## config.mk

```make
export PLATFORM = sky130hd
export DESIGN_NAME = usb_tx_serializer
export DESIGN_NICKNAME = d
export VERILOG_FILES = /design/src/rtl/usb_pkg.sv /design/src/rtl/usb_nrzi_stuffer.sv /design/src/rtl/usb_tx_serializer.sv
export SDC_FILE = /design/constraint.sdc
export NUM_CORES = 1
export LEC_CHECK = 0
export ABC_CLOCK_PERIOD_IN_PS = 2900
export BUFFER_PORTS_ARGS = -buffer_cell sky130_fd_sc_hd__buf_4
export CORE_ASPECT_RATIO = 1.75
export CORE_UTILIZATION = 45
export DETAILED_ROUTE_END_ITERATION = 16
export GPL_TIMING_DRIVEN = 1
export PLACE_DENSITY = 0.64
export SETUP_SLACK_MARGIN = 0.2
export SKIP_CTS_REPAIR_TIMING = 1
export SLEW_MARGIN = 5
export SYNTH_ARGS = -nofsm -noshare
export SYNTH_HDL_FRONTEND = slang
export SYNTH_SLANG_ARGS = --single-unit
```

## constraint.sdc

```tcl
create_clock -name clk -period 2.9 [get_ports clk]
set_input_delay 0.145 -clock clk [delete_from_list [all_inputs] [get_ports clk]]
set_output_delay 0.145 -clock clk [all_outputs]
set_load 0.01 [all_outputs]
```

## src/rtl/usb_pkg.sv

```systemverilog
// Shared USB transmit definitions: line states, SYNC/EOP framing constants
// and the serializer state encoding.
package usb_pkg;

    // Line states as {dp, dm}
    localparam logic [1:0] LINE_J   = 2'b10;
    localparam logic [1:0] LINE_K   = 2'b01;
    localparam logic [1:0] LINE_SE0 = 2'b00;

    localparam logic [7:0]  SYNC_PATTERN = 8'h80;
    localparam int unsigned EOP_SE0_BITS = 2;

    typedef enum logic [2:0] {
        IDLE    = 3'd0,
        SYNC    = 3'd1,
        DATA    = 3'd2,
        EOP_SE0 = 3'd3,
        EOP_J   = 3'd4
    } tx_state_t;

    // NRZI level 1 is idle J, level 0 is K.
    function automatic logic [1:0] nrzi_line(input logic level);
        return level ? LINE_J : LINE_K;
    endfunction

endpackage

```

## src/rtl/usb_nrzi_stuffer.sv

```systemverilog
// NRZI encoder with bit stuffing: owns the consecutive-ones counter and the
// line level register. Disabled means idle (J level, count cleared).
module usb_nrzi_stuffer #(
    parameter int unsigned STUFF_LEN = 6
) (
    input  logic clk,
    input  logic rst,
    input  logic tx_bit,
    input  logic bit_strobe,
    input  logic enable,
    output logic level,
    output logic stall
);

    localparam int unsigned    CW        = $clog2(STUFF_LEN + 1);
    localparam logic [CW-1:0]  STUFF_MAX = CW'(STUFF_LEN);

    logic [CW-1:0] ones;

    // Next strobe inserts a stuffed 0 and ignores tx_bit.
    assign stall = (ones == STUFF_MAX);

    always_ff @(posedge clk or posedge rst) begin
        if (rst) begin
            level <= 1'b1;
            ones  <= '0;
        end else if (!enable) begin
            level <= 1'b1;
            ones  <= '0;
        end else if (bit_strobe) begin
            if (stall || !tx_bit) begin
                level <= ~level;
                ones  <= '0;
            end else begin
                ones <= ones + 1'b1;
            end
        end
    end

endmodule

```

## src/rtl/usb_tx_serializer.sv

```systemverilog
// Full-speed USB transmit serializer: valid/ready byte input with a one-byte
// holding register, SYNC, NRZI + bit-stuffed data, EOP, transceiver enable.
module usb_tx_serializer
    import usb_pkg::*;
#(
    parameter int unsigned CLKS_PER_BIT = 4,
    parameter int unsigned STUFF_LEN    = 6
) (
    input  logic       clk,
    input  logic       rst,
    input  logic [7:0] tx_data,
    input  logic       tx_valid,
    input  logic       tx_last,
    output logic       tx_ready,
    output logic       usb_dp,
    output logic       usb_dm,
    output logic       usb_oe,
    output logic       tx_busy,
    output logic       tx_underrun
);

    localparam int unsigned       CNT_W    = $clog2(CLKS_PER_BIT);
    localparam logic [CNT_W-1:0]  CNT_LAST = CNT_W'(CLKS_PER_BIT - 1);
    localparam logic [1:0]        EOP_LAST = 2'(EOP_SE0_BITS - 1);

    tx_state_t        state;
    logic [CNT_W-1:0] cnt;
    logic [2:0]       sidx;
    logic [3:0]       bidx;
    logic [1:0]       eidx;
    logic [7:0]       shift;
    logic             shift_last;
    logic [7:0]       hold;
    logic             hold_valid;
    logic             hold_last;
    logic             last_seen;

    logic adv;
    logic accept;
    logic byte_done;
    logic underrun_now;
    logic emit;
    logic emit_bit;
    logic nrzi_en;
    logic level;
    logic stall;

    // adv marks the edge that ends the current bit time.
    assign adv          = (state != IDLE) && (cnt == CNT_LAST);
    assign byte_done    = (state == DATA) && (bidx == 4'd8);
    assign underrun_now = adv && byte_done && !shift_last && !hold_valid;
    assign accept       = tx_valid && tx_ready;

    // The underrun edge refuses input so a late byte cannot strand in the holding register.
    assign tx_ready = !rst && !hold_valid && !last_seen && !underrun_now &&
                      (state inside {IDLE, SYNC, DATA});

    assign nrzi_en = (state == SYNC) || (state == DATA) || ((state == IDLE) && accept);

    always_comb begin
        emit     = 1'b0;
        emit_bit = 1'b0;
        case (state)
            IDLE: begin
                emit     = accept;
                emit_bit = SYNC_PATTERN[0];
            end
            SYNC: begin
                emit     = adv;
                emit_bit = (sidx == 3'd7) ? hold[0] : SYNC_PATTERN[sidx + 3'd1];
            end
            DATA: begin
                if (adv) begin
                    if (byte_done && shift_last) begin
                        emit = stall;
                    end else if (underrun_now) begin
                        emit = 1'b0;
                    end else if (stall) begin
                        emit = 1'b1;
                    end else if (byte_done) begin
                        emit     = 1'b1;
                        emit_bit = hold[0];
                    end else begin
                        emit     = 1'b1;
                        emit_bit = shift[bidx[2:0]];
                    end
                end
            end
            default: begin
                emit     = 1'b0;
                emit_bit = 1'b0;
            end
        endcase
    end

    usb_nrzi_stuffer #(
        .STUFF_LEN (STUFF_LEN)
    ) u_nrzi (
        .clk        (clk),
        .rst        (rst),
        .tx_bit     (emit_bit),
        .bit_strobe (emit),
        .enable     (nrzi_en),
        .level      (level),
        .stall      (stall)
    );

    always_ff @(posedge clk or posedge rst) begin
        if (rst) begin
            state       <= IDLE;
            cnt         <= '0;
            sidx        <= '0;
            bidx        <= '0;
            eidx        <= '0;
            shift       <= '0;
            shift_last  <= 1'b0;
            hold        <= '0;
            hold_valid  <= 1'b0;
            hold_last   <= 1'b0;
            last_seen   <= 1'b0;
            tx_underrun <= 1'b0;
        end else begin
            tx_underrun <= 1'b0;

            if (state != IDLE) begin
                cnt <= adv ? '0 : cnt + 1'b1;
            end

            if (accept) begin
                hold       <= tx_data;
                hold_valid <= 1'b1;
                hold_last  <= tx_last;
                if (tx_last) begin
                    last_seen <= 1'b1;
                end
            end

            case (state)
                IDLE: begin
                    if (accept) begin
                        state <= SYNC;
                        cnt   <= '0;
                        sidx  <= '0;
                    end
                end
                SYNC: begin
                    if (adv) begin
                        if (sidx == 3'd7) begin
                            state      <= DATA;
                            shift      <= hold;
                            shift_last <= hold_last;
                            hold_valid <= 1'b0;
                            bidx       <= stall ? 4'd0 : 4'd1;
                        end else begin
                            sidx <= sidx + 3'd1;
                        end
                    end
                end
                DATA: begin
                    if (adv) begin
                        if (byte_done && shift_last) begin
                            // A pending stuff bit goes out before EOP.
                            if (!stall) begin
                                state <= EOP_SE0;
                                eidx  <= '0;
                            end
                        end else if (underrun_now) begin
                            tx_underrun <= 1'b1;
                            state       <= EOP_SE0;
                            eidx        <= '0;
                        end else if (stall) begin
                            bidx <= bidx;
                        end else if (byte_done) begin
                            shift      <= hold;
                            shift_last <= hold_last;
                            hold_valid <= 1'b0;
                            bidx       <= 4'd1;
                        end else begin
                            bidx <= bidx + 4'd1;
                        end
                    end
                end
                EOP_SE0: begin
                    if (adv) begin
                        if (eidx == EOP_LAST) begin
                            state <= EOP_J;
                        end else begin
                            eidx <= eidx + 2'd1;
                        end
                    end
                end
                EOP_J: begin
                    if (adv) begin
                        state      <= IDLE;
                        last_seen  <= 1'b0;
                        shift_last <= 1'b0;
                    end
                end
                default: state <= IDLE;
            endcase
        end
    end

    always_comb begin
        case (state)
            IDLE:       {usb_dp, usb_dm} = LINE_J;
            SYNC, DATA: {usb_dp, usb_dm} = nrzi_line(level);
            EOP_SE0:    {usb_dp, usb_dm} = LINE_SE0;
            default:    {usb_dp, usb_dm} = LINE_J;
        endcase
    end

    assign usb_oe  = (state != IDLE);
    assign tx_busy = (state != IDLE);

endmodule

```

==> impl_metrics.toml <==
[grt]
grt_pass1_vias = 1712
grt_pass1_wl_um = 7714
grt_max_degree = 39
antenna_found_initial = 0
grt_usage = 0.1914
grt-ovfl-total = 0

[placement]
gp_congestion = 0.8171
dp_hpwl_um = 3464
io_buffers = 17

[final_layout]
diodes = 0
drive_gt1_frac = 0.2181
fin_nets = 263
fillerInstances = 450
syn2layout_area_growth_pct = 11.59

[synthesis]
synth_top_family_by_area = "simple AND/OR/NAND/NOR gates"
synth_area_leaders = "dfrtp_1 42%, nand2_1 6.5%, ha_1 5.0%"
synth_top_area_share = 0.4236
synth_fa_ha_area_frac = 0.05463
synth_warnings = 0
synth-xor-area-share = 0
syn_area_um2 = 2245
synth_ff_type = "dfrtp_1"
async_flop_share = 1.000
ys_ff_latch = 39
ys_seq_area_frac = 0.4353
synthMuxAreaShare = 0.1093
synth-simple-area-share = 0.1968
synth-edff-count = 0
synthDistinctLibCells = 55
synth-compound-area-share = 0.1433
syn_nets = 245
syn_area_per_cell_um2 = 10.02
synthCells = 224
synth_top_area_cell = "dfrtp_1"

[detailed_routing]
avgViaCountPerCell = 5.715
drt-initial-drc-count = 34
num_vias = 1686
drc = 0
ant_nets = 0
dr.pass1.iters = 4
wire_per_inst_um = 15.49
totalWireLength_um = 4570

[power_and_ir_drop]
seq_power_share = 0.556
combPwrFrac = 0.147
p_sw_frac = 0.2877
clkPwrFrac = 0.298
p_leak_nw = 1.164
p_int_w = 0.0008929
p_per_area_nw_per_um2 = 500.4
switching_power_w = 0.0003606
vdd_drop_max_mv = 0.4049

[timing]
worst_pin_slew_ns = 0.5061
min_period_over_period = 0.8103
hold_slack_ns = 0.03290
finalHoldViolations = 0
setup_viol = 0
finalCriticalPeriod_ns = 2.350
fmax_ghz = 0.4255
slew_headroom = 0.6596
rsz0062_at_grt = "no"
tns_ns = 0
finClkSkew_ns = 0.009545
slew_viol_final = 0

[flow_run]
drv_cap = 0

[clock_network]
numCtsBuffers = 5
insertion_delay_ns = 0.29
ctsRootBufferMaster = "clkbuf_8"
clk_path_buf_depth = 2
cts.clk_slew.worst_paths_ns = 0.08
htree_levels = 2
cts_tree = "done"
cts.sink_count = 39

[die]
coreArea_um2 = 4748
ioPinCount = 18
die_h_um = 95.43
initial_core_util = 0.4727
dieArea_um2 = 5286
fp-row-count = 33
die_w_um = 55.39

[hold_path]
holdPathStages = 3
min_path_type = "in2reg"

[setup_path]
cp.depth = 5
arrival_ns = 2.54
r2r_cells = 5
cpPeakStageDelay_ns = 0.63
crit_buf_inv = 0
crit_fanout = 17
crit_type = "reg2reg"
required_ns = 3.09
critical_path.cell_chain = "or3_1 -> a211oi_2 -> o41ai_2 -> or4_1 -> o311ai_1"
crit_slowest_cell = "or3_1"
critical_path.top_delay_family = "simple AND/OR/NAND/NOR gates"
worst-r2r-setup-slack_ns = 0.55
end_kind = "flop"
setup.worst_path.start_class = "flop"

[outcome]
status = "finished clean"
## cells by family (layout without fill, tap and decap cells)
family / Yosys count / in the layout
AOI/OAI and AO/OA: 40 / 40
adders and majority gates: 10 / 10
buffers and inverters: 28 / 47
DFF: 39 / 39
muxes: 19 / 19
and+or+nand+nor: 88 / 88
## power by group through the flow
stage	Combinational (W)	Sequential (W)	Clock, W
after floorplan	0.000146	0.000687	0
after global placement	0.000182	0.000706	0
after global routing	0.000211	0.000710	0.000403
after CTS	0.000186	0.000697	0.000385
final	0.000184	0.000697	0.000373
after detailed placement	0.000186	0.000706	0
## synthesized netlist by cell type (2+ instances only)
cell type,count
dfrtp_1,38
o21ai_1,2
a21boi_0,2
buf_6,3
a31oi_1,3
and2_1,3
o31ai_1,3
nand2_1,39
a21o_1,5
nor2b_1,2
and3_1,2
mux2_4,7
nor2_1,7
o211ai_1,3
inv_1,15
buf_4,2
or4_1,2
mux2i_1,5
ha_1,9
or3_1,3
nand2b_1,2
clkbuf_1,7
a21oi_1,5
nor3_1,5
mux2_2,6
nand3b_1,3
nand3_1,10
o21ai_0,4
## stage by stage
| step | std cells | utilization | total power, W | area, um^2 | worst slack [ns] |
|---|---|---|---|---|---|
| after floorplan | 224 | - | 0.0008322 | 2245 | 0.8405 |
| after global placement | 286 | 0.5059 | 0.0008878 | 2402 | 0.6073 |
| after detailed placement | 286 | 0.5059 | 0.0008924 | 2402 | 0.5789 |
| after CTS | 294 | 0.5254 | 0.001269 | 2495 | 0.5471 |
| after global routing | 295 | 0.5275 | 0.001324 | 2505 | 0.3538 |
| final | 295 | 0.5275 | 0.001254 | 2505 | 0.5501 |
## flip-flops by register name, summed over array words and instances (netlist names), 2 cells and up
signal       cells
sidx             3
hold             8
u_nrzi.ones      3
cnt              2
bidx             4
shift            8
state            3
eidx             2
## layout by cell type (no fill, tap or decap), drive strengths merged, types with 5 or more instances in the layout
cell type / Yosys / final
buf: 6 / 23
ha: 9 / 9
clkbuf: 7 / 5
mux2: 13 / 13
nor3: 5 / 5
nand3: 10 / 10
inv: 15 / 16
a21o: 5 / 5
dfrtp: 38 / 38
o21ai: 6 / 6
mux2i: 5 / 5
a21oi: 5 / 5
nand2: 39 / 39
nor2: 7 / 7
## tightest hold or removal path, stage by stage
cell     delay (ns)
buf_4          0.07
nand2_1        0.04
nand2_1        0.04
## worst paths after layout
path / startpoint / to
worst max-delay path: state[1]$_DFFE_PP0P_ / u_nrzi.ones[2]$_DFFE_PP0P_
worst min-delay path: tx_data[4] / hold[4]$_DFFE_PP0N_
worst max register to register: state[1]$_DFFE_PP0P_ / u_nrzi.ones[2]$_DFFE_PP0P_
worst min register to register: hold[6]$_DFFE_PP0N_ / hold[6]$_DFFE_PP0N_
max in group asynchronous: rst / u_nrzi.level$_DFFE_PP1P_
min in group asynchronous: rst / tx_underrun$_DFF_PP0_
## cell type report
class | instances | area, um^2 | area share
clock buffers | 5 | 68.82 | 0.02747
clock inverters | 3 | 23.77 | 0.009491
inverters | 15 | 56.30 | 0.02248
multi-input cells | 157 | 1131 | 0.4515
flip-flops and latches | 39 | 977.2 | 0.3901
well taps | 52 | 65.06 | 0.02597
repair buffers | 24 | 182.7 | 0.07293
## metal layers
layer | up-vias | GRT usage | part of all wire
met4 | 0 | 0.09792 | 0.018
li1 | 822 | - | -
met5 | - | 0 | 0
met1 | 829 | 0.1960 | 0.39
met2 | 27 | 0.3604 | 0.57
met3 | 8 | 0.04206 | 0.023
(Power assumes the default switching activity.)
